===== src/rtl/aes_req_arbiter.sv =====
// Round-robin arbiter that shares one iterative AES core among NumReq requesters,
// with bounded per-owner bursts and a single job in flight.
module aes_req_arbiter #(
    parameter int unsigned NumReq   = 4,
    parameter int unsigned MaxBurst = 4,
    localparam int unsigned IdxW    = $clog2(NumReq)
) (
    input  logic                    clk_i,
    input  logic                    rst_ni,
    input  logic [NumReq-1:0]       req_valid_i,
    output logic [NumReq-1:0]       req_ready_o,
    input  logic [NumReq-1:0]       req_op_i,
    input  logic [NumReq-1:0]       req_last_i,
    input  logic [NumReq*128-1:0]   req_data_i,
    output logic [NumReq-1:0]       rsp_valid_o,
    input  logic [NumReq-1:0]       rsp_ready_i,
    output logic [127:0]            rsp_data_o,
    output logic                    cipher_in_valid_o,
    input  logic                    cipher_in_ready_i,
    output logic                    cipher_op_o,
    output logic [127:0]            cipher_state_o,
    input  logic                    cipher_out_valid_i,
    output logic                    cipher_out_ready_o,
    input  logic [127:0]            cipher_state_i,
    output logic                    busy_o,
    output logic [IdxW-1:0]         owner_o
);

    localparam int unsigned CntW = (MaxBurst > 1) ? $clog2(MaxBurst) : 1;

    typedef enum logic [1:0] {
        IDLE,
        SEND,
        WAIT,
        RESP
    } state_e;

    state_e          state_q, state_d;
    logic [IdxW-1:0] ptr_q, ptr_d;
    logic [IdxW-1:0] owner_q, owner_d;
    logic [CntW-1:0] cnt_q, cnt_d;
    logic            lock_q, lock_d;
    logic            op_q, op_d;
    logic            last_q, last_d;
    logic [127:0]    data_q, data_d;
    logic [127:0]    rsp_data_q, rsp_data_d;

    logic            win_found;
    logic [IdxW-1:0] win_idx;
    logic [IdxW-1:0] search_base;
    logic [IdxW-1:0] owner_inc;
    logic [IdxW-1:0] cand;

    assign owner_inc = IdxW'((32'(owner_q) + 1) % NumReq);

    always_ff @(posedge clk_i or negedge rst_ni) begin
        if (!rst_ni) begin
            state_q    <= IDLE;
            ptr_q      <= '0;
            owner_q    <= '0;
            cnt_q      <= '0;
            lock_q     <= 1'b0;
            op_q       <= 1'b0;
            last_q     <= 1'b0;
            data_q     <= '0;
            rsp_data_q <= '0;
        end else begin
            state_q    <= state_d;
            ptr_q      <= ptr_d;
            owner_q    <= owner_d;
            cnt_q      <= cnt_d;
            lock_q     <= lock_d;
            op_q       <= op_d;
            last_q     <= last_d;
            data_q     <= data_d;
            rsp_data_q <= rsp_data_d;
        end
    end

    always_comb begin
        state_d     = state_q;
        ptr_d       = ptr_q;
        owner_d     = owner_q;
        cnt_d       = cnt_q;
        lock_d      = lock_q;
        op_d        = op_q;
        last_d      = last_q;
        data_d      = data_q;
        rsp_data_d  = rsp_data_q;
        win_found   = 1'b0;
        win_idx     = '0;
        search_base = ptr_q;
        cand        = '0;

        unique case (state_q)
            IDLE: begin
                if (lock_q && req_valid_i[owner_q]) begin
                    win_found = 1'b1;
                    win_idx   = owner_q;
                end else begin
                    // A dropped lock restarts the round just past the old owner.
                    lock_d = 1'b0;
                    if (lock_q) begin
                        search_base = owner_inc;
                        ptr_d       = owner_inc;
                        cnt_d       = '0;
                    end
                    for (int unsigned i = 0; i < NumReq; i++) begin
                        cand = IdxW'((32'(search_base) + i) % NumReq);
                        if (!win_found && req_valid_i[cand]) begin
                            win_found = 1'b1;
                            win_idx   = cand;
                        end
                    end
                end
                if (win_found) begin
                    op_d    = req_op_i[win_idx];
                    last_d  = req_last_i[win_idx];
                    data_d  = req_data_i[32'(win_idx)*128 +: 128];
                    owner_d = win_idx;
                    state_d = SEND;
                end
            end
            SEND: begin
                if (cipher_in_ready_i) begin
                    state_d = WAIT;
                end
            end
            WAIT: begin
                if (cipher_out_valid_i) begin
                    rsp_data_d = cipher_state_i;
                    state_d    = RESP;
                end
            end
            RESP: begin
                if (rsp_ready_i[owner_q]) begin
                    state_d = IDLE;
                    if (!last_q && (32'(cnt_q) + 1 < MaxBurst)) begin
                        lock_d = 1'b1;
                        cnt_d  = cnt_q + 1'b1;
                    end else begin
                        lock_d = 1'b0;
                        cnt_d  = '0;
                        ptr_d  = owner_inc;
                    end
                end
            end
            default: state_d = IDLE;
        endcase
    end

    always_comb begin
        req_ready_o = '0;
        rsp_valid_o = '0;
        // Grant is masked during reset so every output reads 0 while rst_ni is low.
        if (state_q == IDLE && win_found && rst_ni) begin
            req_ready_o[win_idx] = 1'b1;
        end
        if (state_q == RESP) begin
            rsp_valid_o[owner_q] = 1'b1;
        end
        cipher_in_valid_o  = (state_q == SEND);
        cipher_out_ready_o = (state_q == WAIT);
        busy_o             = (state_q != IDLE);
        cipher_op_o        = op_q;
        cipher_state_o     = data_q;
        rsp_data_o         = rsp_data_q;
        owner_o            = owner_q;
    end

endmodule

===== config.mk =====
export PLATFORM = sky130hd
export DESIGN_NAME = aes_req_arbiter
export DESIGN_NICKNAME = d
export VERILOG_FILES = /design/src/rtl/aes_req_arbiter.sv
export SDC_FILE = /design/constraint.sdc
export NUM_CORES = 1
export LEC_CHECK = 0
export CORE_AREA = 2 2 365 367
export CTS_CLUSTER_DIAMETER = 40
export DETAILED_ROUTE_END_ITERATION = 8
export DIE_AREA = 0 0 367 369
export GPL_TIMING_DRIVEN = 0
export PLACE_DENSITY_LB_ADDON = 0.2
export SYNTH_ARGS = -nofsm -noshare
export SYNTH_HDL_FRONTEND = slang
export SYNTH_SLANG_ARGS = --single-unit

===== constraint.sdc =====
create_clock -name clk_i -period 11.36 [get_ports clk_i]
set_clock_uncertainty 0.15 [all_clocks]
set_input_delay 3.408 -clock clk_i [delete_from_list [all_inputs] [get_ports clk_i]]
set_output_delay 3.408 -clock clk_i [all_outputs]
set_load 0.02 [all_outputs]

---- After elaboration in Yosys (flattened, before gate mapping) ----
Index checks and enable logic that the tools add are counted.
storage, ports and cells
  register bits after elaboration ......... 267
  input port bits ......................... 660
  word-level logic and storage cells ...... 120
cells by class
  add/subtract/negate cells ............... 6
  $lt $le $gt $ge ......................... 10
  eq/ne operators ......................... 10
  shift operators ......................... 1
  muxes and demuxes ....................... 62
  reduce and logical (&&, ||, !) cells .... 22
operator list
  operator                                                           count
  indexed part select 512 x 10 -> 128 bit                            1
  2-to-1 mux 2 bit                                                   20
  2-to-1 mux 1 bit                                                   26
  < comparator 2 x 3 -> 1 bit, second input constant                 7
  binary-select mux 1 bit (select 2 bit)                             8
  AND reduction 4 bit                                                3
  != test 2 bit, second input constant                               5
  logical AND 1 bit                                                  9
  2-to-1 mux 4 bit                                                   2
  case mux 2 bit (2 select lines)                                    2
  case mux 2 bit (4 select lines)                                    1
  adder 2 x 1 -> 2 bit, second input constant                        3
  adder 2 bit, second input constant                                 2
  demux 1 bit (select 2 bit)                                         2
  == test 2 bit, second input constant                               2
  greater-or-equal comparator 2 x 1 -> 1 bit, second input constant  2
  logical NOT 1 bit                                                  4
  != test 2 x 1 -> 1 bit, second input constant                      2
  AND reduction 2 bit                                                2
  nonzero test 2 bit                                                 2
  adder 2 x 1 -> 3 bit, second input constant                        1
  < comparator 3 bit, second input constant                          1
  AND reduction 3 bit                                                1
  == test 2 x 1 -> 1 bit, second input constant                      1
  other kinds (2)                                                    2

---- Depth between registers and ports, before layout ----
Gate-level depths: netlist of run 1.
  word-level depth ........................ 31
  gate-level depth with buffers ........... 13
  depth with buffers taken out ............ 8

---- Least setup slack after synthesis of run 1 ----
Ideal clock, no wire load.
  kind .................................... input to output
  from .................................... in req_valid_i[3]
  to ...................................... out req_ready_o[1]
  data arrival time ....................... 5,800 ps
  setup slack ............................. 2,002 ps
  stages on the path ...................... 9
  buffers on the path ..................... 4
  path through ............................ mux4_2 > a221o_1 > or3_1 > buf_2 > and2_1 > buf_2 > buf_2 > buf_2 > nor3_1
on the way
  word-level cells in the longest chain between the ends .. 26
  elaborated cells on any way between the ends .. 45
  those cells by class .................... 2 x order compare; 33 x mux; 10 x reduce/logical
RTL lines
  item                                                                                                             line  text
  start, declared                                                                                                  10    input logic [NumReq-1:0] req_valid_i,
  binary-select mux 1 bit (select 2 bit)                                                                           110   if (!win_found && req_valid_i[cand]) begin
  2-to-1 mux 1 bit (implied by the code)                                                                           110
  2-to-1 mux 1 bit                                                                                                 110
  2-to-1 mux 1 bit                                                                                                 97    if (lock_q && req_valid_i[owner_q]) begin
  2-to-1 mux 1 bit                                                                                                 95    unique case (state_q)
  logical NOT 1 bit                                                                                                110
  logical AND 1 bit                                                                                                110
  2-to-1 mux 1 bit                                                                                                 110
  (+9 left out)                                                                                                    n/a
  2-to-1 mux 2 bit                                                                                                 110
  2-to-1 mux 2 bit                                                                                                 97
  2-to-1 mux 2 bit (2 in a row)                                                                                    95
  < comparator 2 x 3 -> 1 bit (implied by the code) or greater-or-equal comparator 2 x 1 -> 1 bit (tied branches)  157   req_ready_o[win_idx] = 1'b1;
  logical AND 1 bit (implied by the code)                                                                          157
  2-to-1 mux 1 bit (implied by the code)                                                                           157
  demux 1 bit (select 2 bit)                                                                                       157
  2-to-1 mux 4 bit (*)                                                                                             156   if (state_q == IDLE && win_found && rst_ni) begin
  end, declared                                                                                                    11    output logic [NumReq-1:0] req_ready_o,
Mark *: on every way between the ends. The rest lies on a longest branch, timed or not. The select of a mux whose other input is x is not followed.

---- Worst setup path after layout of run 1 ----
  from .................................... in req_valid_i[2]
  to ...................................... out req_ready_o[0]
The elaborated chain is that of the path after synthesis.

==> qor.csv, run 1 <==
metric;value;unit
status;finished clean;
Hold WC Path Type;flip-flop to flip-flop;
EDFF count, synth;0;
clock root buffer master;clkbuf_16;
core area;131000;µm²
vias in the first global route;17700;
Mapped Avg Cell Area;10.1;µm²
hold buffer count at CTS;0;
MaxCap Viol Count;0;
Worst Path Required;7800;ps
post-place instance area;25900;µm²
final RePlAce weighted congestion;0.842;
post-layout min period;11020;ps
CP dominant cell by count;clkdlybuf4s50_1;
row cnt;133;
first-pass GRT wire length;154000;µm
Pint;5.06;mW
crit path buf inv count;4;
vias per cell;3.90;
clock sinks;267;
NetSw;4.03;mW
crit end category;output pin;
initial antenna violation count;48;
Slowest Stage Delay on Critical Path;710;ps
CP top delay family;buffers and inverters;
RSZ-0062 raised after global routing;false;
routed vias;16600;
Die H;369;µm
IO Port Bufs;929;
GRT overflow;0;
#FFs+latches synth;267;
Fmax;0.0908;GHz
post-route ant nets;0;
Final period util;97.0;%
final setup violation count;0;
Avg WL per Cell;27.0;µm
total track usage;16.4;%
Final Hold Fails;0;
Ys Warns;0;
critical path class;primary input to output pin;
clock buffer depth;3;
CP Launch Type;primary input;
Layout Nets;3105;
slowest CP cell;clkbuf_2;
Post-Synthesis Cells;1416;
Pleak;11.0;nW
pin count of the biggest net entering global routing;99;
Top FF cell, synth;dfrtp_1;
pins over their slew limit;0;
Clk Latency, worst-skew pair;660;ps
DR iter-0 viols;906;
WHS;350;ps
clock power share;26.9;%
Residual DRC;0;
clock-pin transition on the worst setup and hold timing paths;50;ps
Arrival @ worst endpoint;7460;ps
async set-or-reset flop fraction in the synthesized netlist;100;%
Placed Cells;4109;
Inserted Clock Buffers;80;
drt total wl;115000;µm
H-tree levels;3;
Logic pwr share;53.9;%
distinct cell type count after synthesis;43;
die area;135000;µm²
fin cells;4266;
part of the power in registers;19.3;%
Peak VDD IR;117;µV
CTS tree;yes;
Final Util;22.0;%
Fill cells;14500;
DP Wirelength;93300;µm
Netlist Area Pre-Place;14300;µm²
Starting Density;10.9;%
final worst slack;342;ps
sw frac;44.4;%
chip width;367;µm
final instance area;28800;µm²
CP cell instances;clkdlybuf4s50_1 > nor4_1 > nor2_2 > clkbuf_2 > clkbuf_1 > nand2_1 > nor3_1 > clkdlybuf4s50_1;
Pwr Total;9.09;mW
layout cells sized above 1;13.3;%
setup_tns;0;ps
total nets after synthesis;2085;
Crit Path Max Fanout;10;
Cell Pwr Density;315;nW/µm²
Slew headroom;14.7;%
Setup WS pre-CTS;-117;ps
drt first pass iters;5;
Worst-Margin Slew;1280;ps
sequential share of the synthesized area;46.8;%
boundary pin count;930;
P&R area growth vs syn;102;%
cell usage in the layout (no fill, tap or decap), drive strengths merged, types with 3 or more instances in the layout:
cell / netlist / final
a2111oi: 130 / 130
a21oi: 5 / 5
a311oi: 129 / 129
and2: 7 / 7
and3: 129 / 129
buf: 41 / 49
bufinv: 0 / 14
clkbuf: 105 / 204
clkdlybuf4s50: 0 / 928
clkinv: 0 / 22
clkinvlp: 0 / 9
dfrtp: 267 / 267
diode: 0 / 10
ha: 9 / 9
inv: 8 / 11
mux2: 129 / 129
nand2: 273 / 273
nand2b: 5 / 5
nand3: 3 / 3
nor2: 137 / 137
nor3: 6 / 6
o21ai: 9 / 9
layout make-up:
type | instances | area [µm²] | share of cell area [%]
antenna | 10 | 25.0 | 0.0868
buffer | 146 | 797 | 2.76
clock buffer | 99 | 2170 | 7.54
clock inverter | 48 | 724 | 2.51
inverter | 8 | 30.0 | 0.104
multi-input combinational | 995 | 6770 | 23.5
sequential | 267 | 6680 | 23.2
tap | 1755 | 2200 | 7.62
timing repair buffer | 938 | 9430 | 32.7
what timing repair did:
action                                  4_1_cts  5_1_grt
endpoints found under the setup margin        4        0
resized for setup                             2        0
setup buffers                                 0        0
logic make-up after synthesis:
kind of cell | synth area share [%]
mux | 10.6
fa+ha+maj | 0.789
compound gates | 18.2
buf+inv | 5.76
simple gates | 17.8
flops | 46.8
cell usage after synthesis, types with 8 or more instances:
cell       number  area [µm²]
nand2_1       272        1020
dfrtp_1       267        6680
nor2_1        137         514
and3_1        129         807
mux2_2        129        1450
a311oi_1      126        1100
clkbuf_1      105         394
a2111oi_1     103        1030
a2111oi_0      24         210
buf_2          17        85.1
buf_6          14         158
buf_8           9         135
ha_1            9         113
o21ai_0         9        45.0
inv_1           8        30.0
final timing paths:
kind,from,to,slack (ps),depth (start not counted)
worst max-delay path,req_valid_i[2],req_ready_o[0],340,8
worst min-delay path,rsp_data_o[75],rsp_data_o[75],350,1
worst max register to register,owner_o[0],cipher_state_o[1],6010,12
worst min register to register,rsp_data_o[75],rsp_data_o[75],350,1
max in group asynchronous,rst_ni,cipher_state_o[103],7160,2
min in group asynchronous,rst_ni,rsp_data_o[76],2680,1
power groups by stage:
| stage | Sequential (mW) | Combinational (mW) | Clock (mW) |
|---|---|---|---|
| floorplan | 2.26 | 1.79 | 0 |
| global placement | 1.76 | 4.98 | 0 |
| detailed placement | 1.76 | 4.98 | 0 |
| CTS | 1.76 | 5.00 | 2.50 |
| global route | 1.82 | 5.21 | 2.55 |
| finish | 1.75 | 4.90 | 2.44 |
worst register-to-register path: stages, from the launching register on:
cell	delay, ps
dfrtp_1	580
buf_2	410
inv_1	120
ha_1	500
mux2i_1	260
a32o_1	260
or4_1	580
o21a_2	410
clkbuf_2	560
clkbuf_1	550
a2111oi_1	420
clkdlybuf4s18_2	330
a311oi_1	60
layer usage:
layer | GRT usage, % | part of all wire (%) | wire length (µm) | vias up
met3 | 5.42 | 8.2 | 9480 | 155
met1 | 19.1 | 40 | 45500 | 8283
li1 | - | - | - | 7369
met4 | 4.82 | 2.4 | 2800 | 24
met2 | 28.6 | 50 | 57200 | 818
met5 | 0 | 0.16 | 180 | -
state kept, by name (all words and copies together) (netlist names), named ones only:
name,flops
last_q,1
state_q,2
owner_o,1
cnt_q,2
cipher_op_o,1
rsp_data_o,128
lock_q,1
cipher_state_o,128
ptr_q,2
(Power assumes the default switching activity.)
==> inputs of run 2 (changes only) <==
CAP_MARGIN = 20   (was not set)
CTS_CLUSTER_SIZE = 24   (was not set)
HOLD_SLACK_MARGIN = 0.05   (was not set)
==> run 2 against run 1 <==
  * Sequential share of layout area fell by 0.17 points
  * Flip-flop and latch count did not move
  * Wire length rose by 0.26%
  * Fmax rose by 0.10%
  * Via count rose by 0.15%
  * Hold slack got worse by 3.2 ps
  * Sequential power barely moved
  * Critical path depth rose by 3
  * Critical endpoint is now req_ready_o[1]
  * Largest cell class unchanged
==> qor.csv, run 2 (synthesis gave the netlist of run 1 again) <==
metric;value;unit
CP dominant cell by count;buf_2;
boundary pin count;930;
met2 Track Usage GR;28.2;%
Residual DRC;0;
DP Wirelength;93600;µm
most frequent cells in the layout;928 x clkdlybuf4s50_1, 272 x nand2_1, 267 x dfrtp_1;
Final period util;96.9;%
Arrival @ worst endpoint;7450;ps
layout cells sized above 1;13.8;%
Crit Path Max Fanout;10;
pins over their slew limit;0;
clock sinks;267;
drt first pass iters;8;
crit path buf inv count;6;
initial antenna violation count;50;
Fmax;0.0909;GHz
Inserted Clock Buffers;84;
crit end category;output pin;
hold buffer count at CTS;0;
Die H;369;µm
routed vias;16700;
Pleak;11.1;nW
RSZ-0062 raised after global routing;false;
chip width;367;µm
vias per cell;3.89;
final worst slack;353;ps
Avg WL per Cell;27.0;µm
post-layout min period;11010;ps
core area;131000;µm²
grt peak-use layer;met2;
met1 usage;18.8;%
CP cell instances;clkdlybuf4s50_1 > mux4_2 > a221o_1 > or3_1 > buf_2 > and2_1 > buf_2 > buf_2 > buf_2 > nor3_1 > clkdlybuf4s50_1;
row cnt;133;
Worst path depth;11;
Clk Latency, worst-skew pair;670;ps
total track usage;16.4;%
Starting Density;10.9;%
CP top delay family;buffers and inverters;
MaxCap Viol Count;0;
Layout Nets;3112;
Hold WC Path Type;flip-flop to flip-flop;
status;finished clean;
H-tree levels;3;
# resized after CTS;1;
clock buffer depth;3;
clock root buffer master;clkbuf_16;
Slew headroom;27.3;%
slowest CP cell;clkdlybuf4s50_1;
Setup WS pre-CTS;17.6;ps
final RePlAce weighted congestion;0.842;
Placed Cells;4112;
Worst-Margin Slew;1090;ps
Worst Path Required;7800;ps
GR Util met3;5.81;%
Final Hold Fails;0;
commonest non-fill, non-tap cell in the layout;clkdlybuf4s50_1;
setup_tns;0;ps
Cell Pwr Density;317;nW/µm²
Peak VDD IR;104;µV
Slowest Stage Delay on Critical Path;640;ps
Fill cells;14500;
vias in the first global route;17900;
CP Launch Type;primary input;
DR iter-0 viols;982;
drt total wl;116000;µm
setup slack, reg-to-reg;6020;ps
GRT overflow;0;
critical path class;primary input to output pin;
post-route ant nets;0;
fin cells;4284;
R2R depth;12;
pin count of the biggest net entering global routing;99;
IO Port Bufs;929;
clock-pin transition on the worst setup and hold timing paths;40;ps
worst hold stages;2;
final setup violation count;0;
CTS tree;yes;
P&R area growth vs syn;104;%
first-pass GRT wire length;153000;µm
Setup Fix Bufs, Post-CTS;0;
die area;135000;µm²
-- run 2: changes by cell type in the layout (fill, tap and decap cells not counted), sizes merged --
cell      previous run  this run
diode               10        15
clkinvlp             9        12
clkbuf             204       211
bufinv              14        12
inv                 11        10
buf                 49        52
clkinv              22        25
-- run 2: path summary, 6_finish.rpt --
path | start | end
max | req_valid_i[1] | req_ready_o[1]
max reg2reg | owner_o[0] | cipher_state_o[2]
min in group asynchronous | rst_ni | rsp_data_o[76]
min | cnt_q[1] | cnt_q[1]
min reg2reg | cnt_q[1] | cnt_q[1]
max in group asynchronous | rst_ni | cipher_state_o[98]
-- run 2: cell type report --
cell class,count,area [µm²],share of cell area (%)
Timing Repair Buffer,941,9480,32.7
Multi-Input combinational cell,995,6770,23.3
Antenna cell,15,37.5,0.129
Inverter,8,30.0,0.103
Clock inverter,51,677,2.33
Sequential cell,267,6680,23.0
Tap cell,1755,2200,7.56
Buffer,146,797,2.74
Clock buffer,106,2370,8.15
-- run 2: report_power, final --
group	switching (mW)	internal, mW	leakage (nW)
registers	0.299	1.45	3.06
logic	2.98	1.95	6.58
clock network	0.778	1.74	1.47
total	4.06	5.14	11.1
-- run 2: worst register-to-register path, delay by kind of cell, from the launching register on --
kind | cells | cell delay, ps
buf+inv | 5 | 1930
simple gates | 2 | 670
fa+ha+maj | 1 | 450
flops | 1 | 590
mux | 1 | 490
compound gates | 3 | 880
-- run 2: stage by stage --
stage          total power [mW]  util (%)  hold slack [ps]  instance area [µm²]
3_5_place_dp               6.76      19.8              339                26000
5_1_grt                    9.68      22.1              364                29000
4_1_cts                    9.36      22.1              350                29000
2_1_floorplan              4.06         -              304                14300
3_3_place_gp               6.74      19.6              336                25800
6_report                   9.20      22.1              347                29000
-- run 2: metal layers --
layer / share of wire [%] / vias to the layer above
li1: - / 7404
met1: 39 / 8177
met2: 49 / 868
met3: 9.4 / 193
met4: 3.0 / 32
met5: 0.19 / -
